==> config.mk <==
export PLATFORM = sky130hd
export DESIGN_NAME = ll_multi_fifo_flat
export DESIGN_NICKNAME = d
export VERILOG_FILES = /design/src/rtl/ll_multi_fifo_pkg.sv /design/src/rtl/ll_multi_fifo_if.sv /design/src/rtl/ll_multi_fifo_free_list.sv /design/src/rtl/ll_multi_fifo.sv /design/src/flat_wrapper.sv
export SDC_FILE = /design/constraint.sdc
export NUM_CORES = 1
export LEC_CHECK = 0
export CORE_UTILIZATION = 45
export CTS_BUF_LIST = sky130_fd_sc_hd__clkbuf_16
export CTS_CLUSTER_DIAMETER = 30
export DETAILED_ROUTE_END_ITERATION = 10
export GPL_TIMING_DRIVEN = 0
export HOLD_SLACK_MARGIN = 0.06
export PLACE_DENSITY = 0.71
export SYNTH_ARGS = -nofsm -noshare
export SYNTH_HDL_FRONTEND = slang
export SYNTH_HIERARCHICAL = 1
export SYNTH_SLANG_ARGS = --single-unit
export TNS_END_PERCENT = 50
==> constraint.sdc <==
create_clock -name clk -period 2.3 [get_ports clk]
set_input_delay 0.46 -clock clk [delete_from_list [all_inputs] [get_ports clk]]
set_output_delay 0.46 -clock clk [all_outputs]
set_load 0.02 [all_outputs]
==> src/rtl/ll_multi_fifo_pkg.sv <==
// Shared definitions for the linked-list multi-queue: sticky flag bit indices and select check.
// Latency: none (types, constants and a pure function only).
// Backpressure: not applicable.
package ll_fifo_pkg;

    localparam int FLAG_OVERFLOW  = 0;
    localparam int FLAG_UNDERFLOW = 1;
    localparam int NUM_FLAGS      = 2;

    // A queue select is usable only when it names an existing queue.
    function automatic logic sel_valid(input int unsigned sel, input int unsigned num_fifos);
        return sel < num_fifos;
    endfunction

endpackage

==> src/rtl/ll_multi_fifo_if.sv <==
// Push/pop request bundle and status outputs of the shared-buffer multi-queue.
// Latency: wires only; timing is set by the module behind the slave modport.
// Backpressure: the master must watch full/empty; illegal requests are dropped and flagged.
interface ll_multi_fifo_if #(
    parameter int WIDTH     = 8,
    parameter int DEPTH     = 4,
    parameter int NUM_FIFOS = 2,
    parameter int SEL_WIDTH = (NUM_FIFOS > 1) ? $clog2(NUM_FIFOS) : 1,
    parameter int CNT_WIDTH = $clog2(DEPTH + 1)
);
    logic                           push;
    logic [SEL_WIDTH-1:0]           push_sel;
    logic [WIDTH-1:0]               data_in;
    logic                           pop;
    logic [SEL_WIDTH-1:0]           pop_sel;
    logic [WIDTH-1:0]               data_out;
    logic [NUM_FIFOS-1:0]           empty;
    logic                           full;
    logic [NUM_FIFOS*CNT_WIDTH-1:0] count;
    logic [CNT_WIDTH-1:0]           free_count;
    logic                           overflow;
    logic                           underflow;

    modport master (
        output push, push_sel, data_in, pop, pop_sel,
        input  data_out, empty, full, count, free_count, overflow, underflow
    );

    modport slave (
        input  push, push_sel, data_in, pop, pop_sel,
        output data_out, empty, full, count, free_count, overflow, underflow
    );
endinterface

==> src/rtl/ll_multi_fifo_free_list.sv <==
// Circular ring of free entry indices; hands out one index per alloc, takes one back per free.
// Latency: allocated index is combinational from state; ring pointers update on the next edge.
// Backpressure: o_empty says nothing can be allocated; the caller must not alloc then.
module ll_free_list #(
    parameter int DEPTH     = 4,
    parameter int PTR_WIDTH = $clog2(DEPTH),
    parameter int CNT_WIDTH = $clog2(DEPTH + 1)
) (
    input  logic                 clk,
    input  logic                 rst_n,
    input  logic                 i_alloc,
    output logic [PTR_WIDTH-1:0] o_alloc_ptr,
    input  logic                 i_free,
    input  logic [PTR_WIDTH-1:0] i_free_ptr,
    output logic                 o_empty,
    output logic [CNT_WIDTH-1:0] o_count
);
    localparam logic [PTR_WIDTH:0] PTR_ONE = 1;

    logic [PTR_WIDTH-1:0] r_fl_mem [DEPTH];
    logic [PTR_WIDTH:0]   r_fl_rd;
    logic [PTR_WIDTH:0]   r_fl_wr;
    logic [PTR_WIDTH:0]   w_diff;

    // Ring starts as the identity list with every entry free; the extra pointer MSB tells full from empty.
    always_ff @(posedge clk or negedge rst_n) begin
        if (!rst_n) begin
            for (int i = 0; i < DEPTH; i++) begin
                r_fl_mem[i] <= PTR_WIDTH'(i);
            end
            r_fl_rd <= '0;
            r_fl_wr <= (PTR_WIDTH + 1)'(DEPTH);
        end else begin
            if (i_alloc) begin
                r_fl_rd <= r_fl_rd + PTR_ONE;
            end
            if (i_free) begin
                r_fl_mem[r_fl_wr[PTR_WIDTH-1:0]] <= i_free_ptr;
                r_fl_wr                          <= r_fl_wr + PTR_ONE;
            end
        end
    end

    // Status and the next index to hand out, straight from the ring state.
    always_comb begin
        w_diff      = r_fl_wr - r_fl_rd;
        o_count     = CNT_WIDTH'(w_diff);
        o_empty     = (r_fl_rd == r_fl_wr);
        o_alloc_ptr = r_fl_mem[r_fl_rd[PTR_WIDTH-1:0]];
    end
endmodule

==> src/rtl/ll_multi_fifo.sv <==
// NUM_FIFOS logical queues sharing one DEPTH-entry store via per-entry next pointers and a free list.
// Latency: pushed word visible at head one cycle after the push edge; head output is fall-through.
// Backpressure: push refused while full, pop refused on an empty queue; refusals set sticky flags.
module ll_multi_fifo #(
    parameter int WIDTH     = 8,
    parameter int DEPTH     = 4,
    parameter int NUM_FIFOS = 2,
    parameter int PTR_WIDTH = $clog2(DEPTH),
    parameter int SEL_WIDTH = (NUM_FIFOS > 1) ? $clog2(NUM_FIFOS) : 1,
    parameter int CNT_WIDTH = $clog2(DEPTH + 1)
) (
    input  logic          clk,
    input  logic          rst_n,
    ll_multi_fifo_if.slave bus
);
    import ll_fifo_pkg::*;

    localparam logic [CNT_WIDTH-1:0] CNT_ONE = 1;

    logic [WIDTH-1:0]     r_data_mem [DEPTH];
    logic [PTR_WIDTH-1:0] r_next_ptr [DEPTH];
    logic [PTR_WIDTH-1:0] r_head     [NUM_FIFOS];
    logic [PTR_WIDTH-1:0] r_tail     [NUM_FIFOS];
    logic [CNT_WIDTH-1:0] r_cnt      [NUM_FIFOS];
    logic [NUM_FLAGS-1:0] r_flags;

    logic                 w_push_sel_ok;
    logic                 w_pop_sel_ok;
    logic [SEL_WIDTH-1:0] w_push_idx;
    logic [SEL_WIDTH-1:0] w_pop_idx;
    logic                 w_push_ok;
    logic                 w_pop_ok;
    logic                 w_same_q;
    logic                 w_push_to_empty;
    logic [NUM_FIFOS-1:0] w_push_hit;
    logic [NUM_FIFOS-1:0] w_pop_hit;
    logic [PTR_WIDTH-1:0] w_new;
    logic                 w_fl_empty;
    logic [CNT_WIDTH-1:0] w_free_count;

    ll_free_list #(
        .DEPTH     (DEPTH),
        .PTR_WIDTH (PTR_WIDTH),
        .CNT_WIDTH (CNT_WIDTH)
    ) u_free_list (
        .clk         (clk),
        .rst_n       (rst_n),
        .i_alloc     (w_push_ok),
        .o_alloc_ptr (w_new),
        .i_free      (w_pop_ok),
        .i_free_ptr  (r_head[w_pop_idx]),
        .o_empty     (w_fl_empty),
        .o_count     (w_free_count)
    );

    // Legality from start-of-cycle state only: a same-cycle pop never makes room for a push,
    // and a same-cycle push never makes an empty queue poppable.
    always_comb begin
        w_push_sel_ok   = sel_valid(32'(bus.push_sel), NUM_FIFOS);
        w_pop_sel_ok    = sel_valid(32'(bus.pop_sel), NUM_FIFOS);
        w_push_idx      = w_push_sel_ok ? bus.push_sel : '0;
        w_pop_idx       = w_pop_sel_ok ? bus.pop_sel : '0;
        w_push_ok       = bus.push && w_push_sel_ok && !w_fl_empty;
        w_pop_ok        = bus.pop && w_pop_sel_ok && (r_cnt[w_pop_idx] != '0);
        w_same_q        = w_push_ok && w_pop_ok && (w_push_idx == w_pop_idx);
        // The push target ends up with no older entry: it was empty, or its only entry leaves now.
        w_push_to_empty = (r_cnt[w_push_idx] == '0) ||
                          (w_same_q && (r_cnt[w_push_idx] == CNT_ONE));
        for (int q = 0; q < NUM_FIFOS; q++) begin
            w_push_hit[q] = w_push_ok && (w_push_idx == SEL_WIDTH'(q));
            w_pop_hit[q]  = w_pop_ok && (w_pop_idx == SEL_WIDTH'(q));
        end
    end

    // Payload and link storage; contents only matter once an entry is allocated, so no reset.
    always_ff @(posedge clk) begin
        if (w_push_ok) begin
            r_data_mem[w_new] <= bus.data_in;
            if (!w_push_to_empty) begin
                r_next_ptr[r_tail[w_push_idx]] <= w_new;
            end
        end
    end

    // Per-queue head/tail/count; a push into a queue left empty overrides the pop's head advance.
    always_ff @(posedge clk or negedge rst_n) begin
        if (!rst_n) begin
            for (int q = 0; q < NUM_FIFOS; q++) begin
                r_head[q] <= '0;
                r_tail[q] <= '0;
                r_cnt[q]  <= '0;
            end
        end else begin
            for (int q = 0; q < NUM_FIFOS; q++) begin
                if (w_pop_hit[q]) begin
                    r_head[q] <= r_next_ptr[r_head[q]];
                end
                if (w_push_hit[q]) begin
                    r_tail[q] <= w_new;
                    if (w_push_to_empty) begin
                        r_head[q] <= w_new;
                    end
                end
                if (w_push_hit[q] && !w_pop_hit[q]) begin
                    r_cnt[q] <= r_cnt[q] + CNT_ONE;
                end else if (!w_push_hit[q] && w_pop_hit[q]) begin
                    r_cnt[q] <= r_cnt[q] - CNT_ONE;
                end
            end
        end
    end

    // Sticky error flags: any refused request latches until reset.
    always_ff @(posedge clk or negedge rst_n) begin
        if (!rst_n) begin
            r_flags <= '0;
        end else begin
            if (bus.push && !w_push_ok) begin
                r_flags[FLAG_OVERFLOW] <= 1'b1;
            end
            if (bus.pop && !w_pop_ok) begin
                r_flags[FLAG_UNDERFLOW] <= 1'b1;
            end
        end
    end

    // Status outputs from state; data_out is the fall-through head of the selected queue.
    always_comb begin
        bus.empty = '0;
        bus.count = '0;
        for (int q = 0; q < NUM_FIFOS; q++) begin
            bus.empty[q]                       = (r_cnt[q] == '0);
            bus.count[q*CNT_WIDTH +: CNT_WIDTH] = r_cnt[q];
        end
        bus.data_out   = (w_pop_sel_ok && (r_cnt[w_pop_idx] != '0)) ?
                         r_data_mem[r_head[w_pop_idx]] : '0;
        bus.full       = w_fl_empty;
        bus.free_count = w_free_count;
        bus.overflow   = r_flags[FLAG_OVERFLOW];
        bus.underflow  = r_flags[FLAG_UNDERFLOW];
    end
endmodule

==> src/flat_wrapper.sv <==
// flat-port wrapper written by rule: the top's interface ports become plain ports
module ll_multi_fifo_flat import ll_fifo_pkg::*;
#(
    parameter int WIDTH     = 8,
    parameter int DEPTH     = 4,
    parameter int NUM_FIFOS = 2,
    parameter int PTR_WIDTH = $clog2(DEPTH),
    parameter int SEL_WIDTH = (NUM_FIFOS > 1) ? $clog2(NUM_FIFOS) : 1,
    parameter int CNT_WIDTH = $clog2(DEPTH + 1)
)
  (clk, rst_n, bus_push, bus_push_sel, bus_data_in, bus_pop, bus_pop_sel, bus_data_out, bus_empty, bus_full, bus_count, bus_free_count, bus_overflow, bus_underflow);
  ll_multi_fifo_if #(.WIDTH(WIDTH), .DEPTH(DEPTH), .NUM_FIFOS(NUM_FIFOS), .SEL_WIDTH(SEL_WIDTH), .CNT_WIDTH(CNT_WIDTH)) bus_i ();
  input  logic clk;
  input  logic rst_n;
  input wire logic [$bits(bus_i.push)-1:0] bus_push;
  input wire logic [$bits(bus_i.push_sel)-1:0] bus_push_sel;
  input wire logic [$bits(bus_i.data_in)-1:0] bus_data_in;
  input wire logic [$bits(bus_i.pop)-1:0] bus_pop;
  input wire logic [$bits(bus_i.pop_sel)-1:0] bus_pop_sel;
  output wire logic [$bits(bus_i.data_out)-1:0] bus_data_out;
  output wire logic [$bits(bus_i.empty)-1:0] bus_empty;
  output wire logic [$bits(bus_i.full)-1:0] bus_full;
  output wire logic [$bits(bus_i.count)-1:0] bus_count;
  output wire logic [$bits(bus_i.free_count)-1:0] bus_free_count;
  output wire logic [$bits(bus_i.overflow)-1:0] bus_overflow;
  output wire logic [$bits(bus_i.underflow)-1:0] bus_underflow;
  assign bus_i.push = bus_push;
  assign bus_i.push_sel = bus_push_sel;
  assign bus_i.data_in = bus_data_in;
  assign bus_i.pop = bus_pop;
  assign bus_i.pop_sel = bus_pop_sel;
  assign bus_data_out = bus_i.data_out;
  assign bus_empty = bus_i.empty;
  assign bus_full = bus_i.full;
  assign bus_count = bus_i.count;
  assign bus_free_count = bus_i.free_count;
  assign bus_overflow = bus_i.overflow;
  assign bus_underflow = bus_i.underflow;
  ll_multi_fifo #(.WIDTH(WIDTH), .DEPTH(DEPTH), .NUM_FIFOS(NUM_FIFOS), .PTR_WIDTH(PTR_WIDTH), .SEL_WIDTH(SEL_WIDTH), .CNT_WIDTH(CNT_WIDTH)) u_core (.clk(clk), .rst_n(rst_n), .bus(bus_i));
endmodule
==> results of run 1 <==
-- metal layers --
layer	vias to the layer above	global-route usage	wire, um
li1	904	-	-
met2	29	0.2706	3034
met3	4	0.04667	153
met5	-	0	0
met4	0	0.05909	35
met1	956	0.2271	2747
-- synthesized netlist by cell type --
master,count
nand2b_1,1
o21ai_0,7
nand3b_1,1
o41a_1,1
mux4_1,1
inv_1,12
o31ai_1,4
nor4b_4,1
nand2_2,1
mux4_2,9
nor2b_1,8
a21oi_1,1
nor3_1,4
buf_2,1
nor4_2,1
and3_1,1
nor3b_1,3
xnor2_1,5
dfrtp_1,25
nor2_1,8
mux2i_2,1
xor2_1,8
nor3_2,1
ha_1,9
clkbuf_1,3
edfxtp_1,40
a21o_1,2
mux2i_1,7
fa_1,3
nand2_1,10
dfstp_2,5
or3_1,1
mux2_2,24
-- kinds of logic (layout without fill, tap and decap cells) --
logic type / after synthesis / after routing / synth area share
fa+ha+maj: 12 / 12 / 0.05355
flops: 70 / 70 / 0.6073
xor+xnor: 13 / 13 / 0.03531
mux: 42 / 42 / 0.1808
compound gates: 15 / 15 / 0.02988
simple gates: 41 / 41 / 0.07412
buf+inv: 16 / 84 / 0.01901
-- repair_timing --
item	CTS	global route
setup endpoints to repair	47	39
cloned	1	0
pin swaps	1	9
resized for setup	62	37
buffers inserted	7	14
-- worst min path at each step --
stage	start	to	slack [ns]	depth (start not counted)
2_1_floorplan	rst_n	u_core/bus.count[0]$_DFFE_PN0P_	0.16	0
3_3_place_gp	u_core/r_flags[0]$_DFFE_PN0P_	u_core/r_flags[0]$_DFFE_PN0P_	0.44	1
3_5_place_dp	u_core/r_flags[0]$_DFFE_PN0P_	u_core/r_flags[0]$_DFFE_PN0P_	0.46	1
4_1_cts	u_core/r_flags[0]$_DFFE_PN0P_	u_core/r_flags[0]$_DFFE_PN0P_	0.47	1
5_1_grt	rst_n	u_core/bus.count[4]$_DFFE_PN0P_	0.21	1
6_report	rst_n	u_core/bus.count[4]$_DFFE_PN0P_	0.17	1
-- critical path, delay by kind of cell (launching register included) --
kind,cells,cell delay (ns)
multiplexers,2,0.65
flip-flops,1,0.42
buffers and inverters,3,0.38
AND/OR/NAND/NOR,1,0.14
-- flip-flops by register name, summed over array words and instances, names as in the netlist --
name and count:
u_core/r_tail 4, u_core/u_free_list/r_fl_mem 8, u_core/u_free_list/r_fl_wr 3, u_core/r_flags 2
u_core/bus.count 6, u_core/r_head 4, u_core/r_next_ptr 8, u_core/u_free_list/r_fl_rd 3
u_core/r_data_mem 32
-- through the flow --
stage	setup WS (ns)	setup TNS [ns]	utilization	cells
2_1_floorplan	-0.01907	-0.03529	-	209
3_3_place_gp	-0.7164	-15.71	0.5477	338
3_5_place_dp	-0.7209	-15.55	0.5477	338
4_1_cts	-0.1943	-2.990	0.6102	362
5_1_grt	-0.1387	-0.9543	0.6362	373
6_report	-0.07343	-0.2774	0.6362	373
-- power groups by stage --
stage / registers, W / clock network, W / logic [W]
after global routing: 0.00237 / 0.00139 / 0.00365
final: 0.00231 / 0.00129 / 0.00340
after global placement: 0.00231 / 0 / 0.00283
after detailed placement: 0.00233 / 0 / 0.00287
after CTS: 0.00230 / 0.00133 / 0.00312
after floorplan: 0.00232 / 0 / 0.00186
-- area by class of cell --
class                   instances  area (um^2)
well taps                      96        120.1
clock buffers                   9        225.2
inverters                      12        57.56
clock inverters                 7        62.56
repair buffers                 53        470.5
multi-input cells             123         1449
plain buffers                   3        18.77
flip-flops and latches         70         1967
fillers                       511         2499
==> flow_summary.yaml, run 1 <==
logic_synthesis:
  synthTopCellsByArea: "edfxtp_1 (37%), dfrtp_1 (19%), mux2_2 (8.4%)"
  synth-seq-area-share: 0.6073
  yosys_register_bits: 70
  synth_warnings: 6
  synth.net_count: 235
  synthesis.instances: 209
  synth.distinct_cells: 33
  synth_top_area_cell: "edfxtp_1"
  synth_top_cell_area_share: 0.3725
  syn_avg_cell_area_um2: 15.43
  syn_area_um2: 3224
sta:
  fin_crit_ns: 2.373
  setup_slack_ns: -0.07343
  drv_slew: 0
  rsz0062_at_grt: "yes"
  hold_ws_ns: 0.1698
  max_slew_margin: 0.5346
  setup_viol: 9
  fin_crit_sh: 1.032
  hold_viol_final: 0
  finClkSkew_ns: 0.006787
  worst_pin_slew_ns: 0.6980
  fmax_mhz: 421.3
power_and_ir_drop:
  clkPwrFrac: 0.185
  netSwitchingFraction: 0.3709
  powerDensity_nw_per_um2: 1603
  internal_power_w: 0.004407
  p_leak_nw: 1.684
  p_total_w: 0.007006
  seqPwrFrac: 0.330
  irDropWorstVdd_mv: 0.6689
  power.switching_w: 0.002598
  p_comb_frac: 0.485
clock_network:
  clock_latency_ns: 0.32
  htree_levels: 3
  cts-root-buf: "clkbuf_16"
  clk_path_buf_depth: 2
  path_clk_slew_ns: 0.06
  ctsHoldBuffers: 0
  numCtsBuffers: 9
  cts_tree: "done"
  cts.sinks: 70
job:
  maxCapViolCount: 0
worst_setup_path:
  crit_chain: "mux2i_4, buf_6, buf_6, mux4_2, nor2b_4, buf_6"
  rr_endpoint: "u_core/bus.count[5]$_DFFE_PN0P_"
  critical_path_class: "reg2out"
  crit_end: "bus_data_out[5]"
  worstPathArrival_ns: 1.91
  cp-start-kind: "flop"
  cpMostUsedCell: "buf_6"
  worstRegToRegCells: 14
  worst-r2r-setup-slack_ns: 0.03
  critPathMaxFanout: 3
  crit_path_end_kind: "primary output"
  r2r-start: "u_core/u_free_list/r_fl_rd[1]$_DFFE_PN0P_"
  cp_slowest_cell: "mux4_2"
  slowest_delay_ns: 0.48
  critPathLaunch: "u_core/r_head[0]$_DFF_PN0_"
  critical_path_required_ns: 1.84
run_status:
  status: "finished, violations left"
  violations: "negative setup slack"
floorplanning:
  core_area_um2: 6869
  die_w_um: 86.65
  initial_core_util: 0.4694
  ios: 36
  placementRows: 30
  die_area_um2: 7507
  die_h_um: 86.65
drt:
  remaining_drc_errors: 0
  via_per_inst: 5.075
  first_pass_iters: 6
  dr_total_vias: 1893
  wl_um: 5970
  wl_per_cell_um: 16.01
  ant_nets: 0
  drt-initial-drc-count: 85
global_route:
  grt_use_total: 0.1703
  grt_max_degree: 31
  grt_pass1_vias: 1783
  antenna_found_initial: 0
  overflow: 0
  grt_pass1_wl_um: 9252
placed_design:
  gp_congestion: 0.7390
  dp_hpwl_um: 3829
  place.port_buffers: 33
  post_dp_cell_area_um2: 3762
final_layout:
  final_cell_area_um2: 4370
  final_common_cell: "edfxtp_1"
  drive_gt1_frac: 0.4657
  final_cell_mix: "edfxtp_1 (40), mux2_2 (23), clkdlybuf4s50_1 (21)"
  antenna_cells: 0
  final_nets: 298
  area_growth_pct: 35.55
worst_hold_path:
  min_path_type: "in2async"
No activity file was read; power rests on OpenSTA's default activity.
==> run 2: changes to the inputs <==
- CORE_UTILIZATION: 45 -> 50
- PLACE_DENSITY: 0.71 -> 0.77
==> run 2 against run 1 <==
Compared with the run above:
- the run still ends with negative setup slack left
- largest cell class unchanged
- critical path type unchanged
- sequential power hardly changed
- cell count down 4.0%
- critical endpoint unchanged
- maximum frequency decreased by 1.5%
- flip-flop and latch count unchanged
- utilization increased by 9.6 points
- worst hold slack got worse by 0.0041 ns
- sequential share of layout area decreased by 0.77 points
- setup slack got worse by 0.035 ns
- total power grew 5.8%
- die area decreased by 9.8%
==> flow_summary.yaml, run 2 (same netlist as run 1, synthesis figures left out) <==
run_status:
  status: "finished, violations left"
  violations: "negative setup slack"
sta:
  setup_viol: 12
  fin_crit_sh: 1.047
  rsz0062_at_grt: "yes"
  hold_viol_final: 0
  fmax_mhz: 415.2
  drv_slew: 0
  max_slew_margin: 0.5183
  finClkSkew_ns: 0.005473
  setup_slack_ns: -0.1086
  worst_pin_slew_ns: 0.7225
  fin_crit_ns: 2.409
power_and_ir_drop:
  p_leak_nw: 1.755
  powerDensity_nw_per_um2: 1670
  irDropWorstVdd_mv: 0.9463
final_layout:
  fin_cells: 358
  final_common_cell: "edfxtp_1"
  largest_register_ffs: 32
  post-route-util: 0.7322
  final_cell_area_um2: 4438
  regMostFlops: "u_core/r_data_mem"
  drive_gt1_frac: 0.4735
  area_growth_pct: 37.64
  final_nets: 304
  final_cell_mix: "edfxtp_1 (40), buf_4 (25), mux2_2 (23)"
  antenna_cells: 0
floorplanning:
  initial_core_util: 0.5320
  die_w_um: 82.31
  core_area_um2: 6061
  die_area_um2: 6774
  placementRows: 28
  ios: 36
  die_h_um: 82.31
worst_setup_path:
  cp_slowest_cell: "mux4_2"
  cp-start-kind: "flop"
  crit_end: "bus_data_out[5]"
  worst-path-buf-inv: 2
  critical_path_required_ns: 1.84
  critPathMaxFanout: 5
  crit_path_end_kind: "primary output"
  critPathLaunch: "u_core/r_head[2]$_DFF_PN0_"
  crit_chain: "mux2i_4, buf_6, mux4_2, nor2b_4, buf_6"
  worstRegToRegCells: 6
  slowest_delay_ns: 0.54
  cpMostUsedCell: "buf_6"
  critical_path_class: "reg2out"
  critPathTopFamily: "multiplexers"
  rr_endpoint: "u_core/r_head[2]$_DFF_PN0_"
  r2r-start: "u_core/u_free_list/r_fl_wr[2]$_DFFE_PN1P_"
  worstPathArrival_ns: 1.95
  worst-r2r-setup-slack_ns: -0.04
  cp.depth: 5
drt:
  drt-initial-drc-count: 160
  via_per_inst: 5.542
  wl_um: 7075
  wl_per_cell_um: 19.76
  first_pass_iters: 4
  remaining_drc_errors: 0
  dr_total_vias: 1984
  ant_nets: 0
worst_hold_path:
  min_path_type: "in2async"
job:
  maxCapViolCount: 0
placed_design:
  post_dp_cell_area_um2: 3736
  place.port_buffers: 33
  dp_hpwl_um: 4027
  gp_congestion: 0.7363
  dp.cells: 317
global_route:
  grt-busiest-layer: "met2"
  overflow: 0
  grt_pass1_wl_um: 10360
  grt_max_degree: 31
  use_met3: 0.04286
  use_met1: 0.2765
  grt_pass1_vias: 1945
  grt_use_total: 0.2242
  antenna_found_initial: 0
  use_met2: 0.3678
clock_network:
  cts_tree: "done"
  htree_levels: 3
  cts.sinks: 70
  cts-root-buf: "clkbuf_16"
  ctsHoldBuffers: 0
  clk_path_buf_depth: 2
  clock_latency_ns: 0.34
  path_clk_slew_ns: 0.06
  numCtsBuffers: 9
run 2: cell count changes in the layout (fill, tap and decap cells not counted), moves of 2 or more:
cell     delta
buf_4       +5
nor2b_1     -4
buf_6       +3
dfrtp_1     +3
dfrtp_2     -3
nor2b_4     +3
buf_2       -2
inv_2       +2
run 2: how the worst min path moves through the flow:
stage / startpoint / endpoint / slack (ns) / depth (start not counted)
global route: rst_n / u_core/bus.count[4]$_DFFE_PN0P_ / 0.22 / 1
finish: rst_n / u_core/r_head[3]$_DFF_PN0_ / 0.17 / 1
global placement: u_core/r_flags[0]$_DFFE_PN0P_ / u_core/r_flags[0]$_DFFE_PN0P_ / 0.44 / 1
detailed placement: u_core/r_flags[0]$_DFFE_PN0P_ / u_core/r_flags[0]$_DFFE_PN0P_ / 0.44 / 1
CTS: u_core/r_flags[0]$_DFFE_PN0P_ / u_core/r_flags[0]$_DFFE_PN0P_ / 0.46 / 1
floorplan: rst_n / u_core/bus.count[0]$_DFFE_PN0P_ / 0.16 / 0
run 2: metal layers:
layer  vias up  share of wire
met2        49           0.52
li1        913              -
met4         0          0.039
met5         -              0
met3        20          0.030
met1      1002           0.41
run 2: repair_timing:
action                     in CTS  in global routing
pin swaps                       1                  7
gates resized for setup        59                 43
buffers inserted                9                 18
gates cloned                    1                  0
setup endpoints to repair      49                 58
hold endpoints to repair        0                  0
run 2: worst register-to-register path, stage by stage (launching register included):
cell	delay, ns
dfstp_2	0.59
xor2_4	0.19
nor2_4	0.06
nand2b_4	0.19
o41a_1	0.49
nor4b_4	0.32
mux2_2	0.39
run 2: metrics by stage:
stage,hold slack [ns],setup WS [ns],total power (W),TNS (ns)
finish,0.1657,-0.1086,0.007412,-0.6942
global route,0.2167,-0.1498,0.007781,-1.610
CTS,0.4564,-0.1436,0.006867,-2.809
detailed placement,0.4436,-0.6823,0.005219,-16.47
global placement,0.4415,-0.7112,0.005127,-15.17
floorplan,0.1644,-0.01907,0.004175,-0.03529
run 2: where the power goes:
group	internal [W]	switching, W	total, W
logic	0.00189	0.00180	0.00369
clock network	0.000852	0.000555	0.00141
registers	0.00192	0.000389	0.00231
total	0.00467	0.00274	0.00741
run 2: final cells by class:
class / instances / area (um^2)
flip-flops and latches: 70 / 1963
fillers: 383 / 1623
multi-input cells: 123 / 1455
repair buffers: 59 / 548.0
clock buffers: 9 / 225.2
well taps: 75 / 93.84
clock inverters: 7 / 78.83
inverters: 12 / 55.05
plain buffers: 3 / 18.77
==> run 3: changes to the inputs <==
- PLACE_DENSITY: 0.77 -> 0.84
==> run 3 against run 2 <==
Compared with the run above:
- the flow still finishes with violations (negative setup slack)
- first-iteration DRC count shrank 23%
- critical path depth is the same
- via count grew 2.2%
- routed wire length grew 2.3%
- cell count grew 0.56%
- clock skew is essentially flat
- sequential share of layout area grew 0.24 points
- die area is the same
- clock power shrank 5%
- combinational power is essentially flat
==> flow_summary.yaml, run 3 (same netlist as run 1, synthesis figures left out) <==
worst_setup_path:
  crit_chain: "mux2i_4, buf_6, mux4_2, nor2b_4, buf_6"
  slowest_delay_ns: 0.52
  worst-r2r-setup-slack_ns: -0.05
  cp-start-kind: "flop"
  crit_path_end_kind: "primary output"
  critPathTopFamily: "multiplexers"
  rr_endpoint: "u_core/r_head[2]$_DFF_PN0_"
  cpMostUsedCell: "buf_6"
  worstRegToRegCells: 6
  cp_slowest_cell: "mux4_2"
  r2r-start: "u_core/u_free_list/r_fl_wr[2]$_DFFE_PN1P_"
  worst-path-buf-inv: 2
  critical_path_class: "reg2out"
  critPathMaxFanout: 5
  critical_path_required_ns: 1.84
  worstPathArrival_ns: 1.93
worst_hold_path:
  min_path_type: "in2async"
floorplanning:
  placementRows: 28
  ios: 36
  die_h_um: 82.31
  die_area_um2: 6774
  core_area_um2: 6061
  die_w_um: 82.31
  initial_core_util: 0.5320
sta:
  setup_slack_ns: -0.09410
  rsz0062_at_grt: "yes"
  fin_crit_ns: 2.394
  fmax_mhz: 417.7
  fin_crit_sh: 1.041
  fin_setup_tns_ns: -0.7740
  worst_pin_slew_ns: 0.7220
  finClkSkew_ns: 0.005692
  drv_slew: 0
  setup_viol: 16
  max_slew_margin: 0.5186
  hold_viol_final: 0
clock_network:
  cts-root-buf: "clkbuf_16"
  path_clk_slew_ns: 0.06
  clock_latency_ns: 0.33
  cts.sinks: 70
  htree_levels: 3
  clk_path_buf_depth: 2
  cts_tree: "done"
  numCtsBuffers: 9
global_route:
  grt_pass1_wl_um: 10270
  grt_use_total: 0.2187
  grt_max_degree: 31
  grt-busiest-layer: "met2"
  antenna_found_initial: 0
  overflow: 0
  grt_pass1_vias: 1941
  use_met3: 0.06264
  use_met1: 0.2838
  use_met2: 0.3545
run_status:
  violations: "negative setup slack"
  status: "finished, violations left"
final_layout:
  drive_gt1_frac: 0.4702
  antenna_cells: 0
  final_common_cell: "edfxtp_1"
  largest_register_ffs: 32
  area_growth_pct: 36.90
  final_nets: 306
  final_cell_mix: "edfxtp_1 (40), buf_4 (26), mux2_2 (23)"
  regMostFlops: "u_core/r_data_mem"
drt:
  dr_total_vias: 2027
  wl_um: 7241
  wl_per_cell_um: 20.11
  first_pass_iters: 4
  remaining_drc_errors: 0
  drt-initial-drc-count: 123
  ant_nets: 0
  via_per_inst: 5.631
placed_design:
  place.port_buffers: 33
  dp_hpwl_um: 4078
  gp_congestion: 0.7722
power_and_ir_drop:
  p_total_w: 0.007357
  p_comb_frac: 0.503
  clkPwrFrac: 0.182
  power.switching_w: 0.002800
  powerDensity_nw_per_um2: 1667
  irDropWorstVdd_mv: 1.038
  seqPwrFrac: 0.315
  p_leak_nw: 1.739
  internal_power_w: 0.004557
  netSwitchingFraction: 0.3806
job:
  maxCapViolCount: 0
-- run 3: changes by cell type in the layout (fill, tap and decap cells not counted), moves of 2 or more --
cell	delta
buf_6	-2
inv_8	+2
nor2b_1	+2
clkinvlp_4	+2
-- run 3: layout make-up --
cell class | instances | area [um^2]
Clock buffer | 9 | 225.2
Fill cell | 347 | 1647
Clock inverter | 7 | 63.81
Tap cell | 75 | 93.84
Buffer | 4 | 23.77
Sequential cell | 70 | 1963
Inverter | 12 | 55.05
Multi-Input combinational cell | 123 | 1445
Timing Repair Buffer | 60 | 544.3
-- run 3: per-stage QoR --
step / cell area [um^2] / std cells / setup slack, ns / util / hold WS [ns]
floorplan: 3312 / 209 / -0.01907 / - / 0.1644
global placement: 3736 / 317 / -0.7076 / 0.6164 / 0.4421
detailed placement: 3736 / 317 / -0.7188 / 0.6164 / 0.4489
CTS: 4229 / 343 / -0.1378 / 0.6978 / 0.4626
global route: 4414 / 360 / -0.1536 / 0.7283 / 0.2174
finish: 4414 / 360 / -0.09410 / 0.7283 / 0.1663
-- run 3: layer usage --
layer	vias to the layer above	share of wire
met1	1043	0.42
met4	0	0.0094
met5	-	0
met2	65	0.52
met3	6	0.046
li1	913	-
-- run 3: timing repair --
item | CTS | global route
endpoints found under the setup margin | 46 | 56
buffers inserted | 9 | 19
resized for setup | 76 | 21
pin swaps | 0 | 8
cloned | 1 | 0
hold buffers | 0 | 0
-- run 3: power by group through the flow --
stage                     sequential (W)  combinational, W  clock (W)
after floorplan                  0.00232           0.00186          0
after global placement           0.00231           0.00280          0
after detailed placement         0.00234           0.00291          0
after CTS                        0.00229           0.00332    0.00135
after global routing             0.00237           0.00393    0.00141
final                            0.00232           0.00370    0.00134
-- run 3: worst reg2reg max path, stage by stage, from the launching register on --
cell,delay [ns]
dfstp_2,0.59
xor2_4,0.19
nor2_4,0.07
nand2b_4,0.18
o41a_1,0.52
nor4b_4,0.31
mux2_2,0.38
-- run 3: worst max-delay path by stage --
stage / startpoint / endpoint / slack, ns / cells past startpoint
after floorplan: u_core/u_free_list/r_fl_wr[0]$_DFFE_PN0P_ / u_core/bus.count[4]$_DFFE_PN0P_ / -0.02 / 12
after global placement: bus_pop_sel / bus_data_out[7] / -0.71 / 5
after detailed placement: bus_pop_sel / bus_data_out[3] / -0.72 / 5
after CTS: u_core/r_head[0]$_DFF_PN0_ / bus_data_out[2] / -0.14 / 6
after global routing: u_core/u_free_list/r_fl_wr[2]$_DFFE_PN1P_ / u_core/bus.count[2]$_DFFE_PN0P_ / -0.15 / 11
final: u_core/r_head[0]$_DFF_PN0_ / bus_data_out[5] / -0.09 / 5
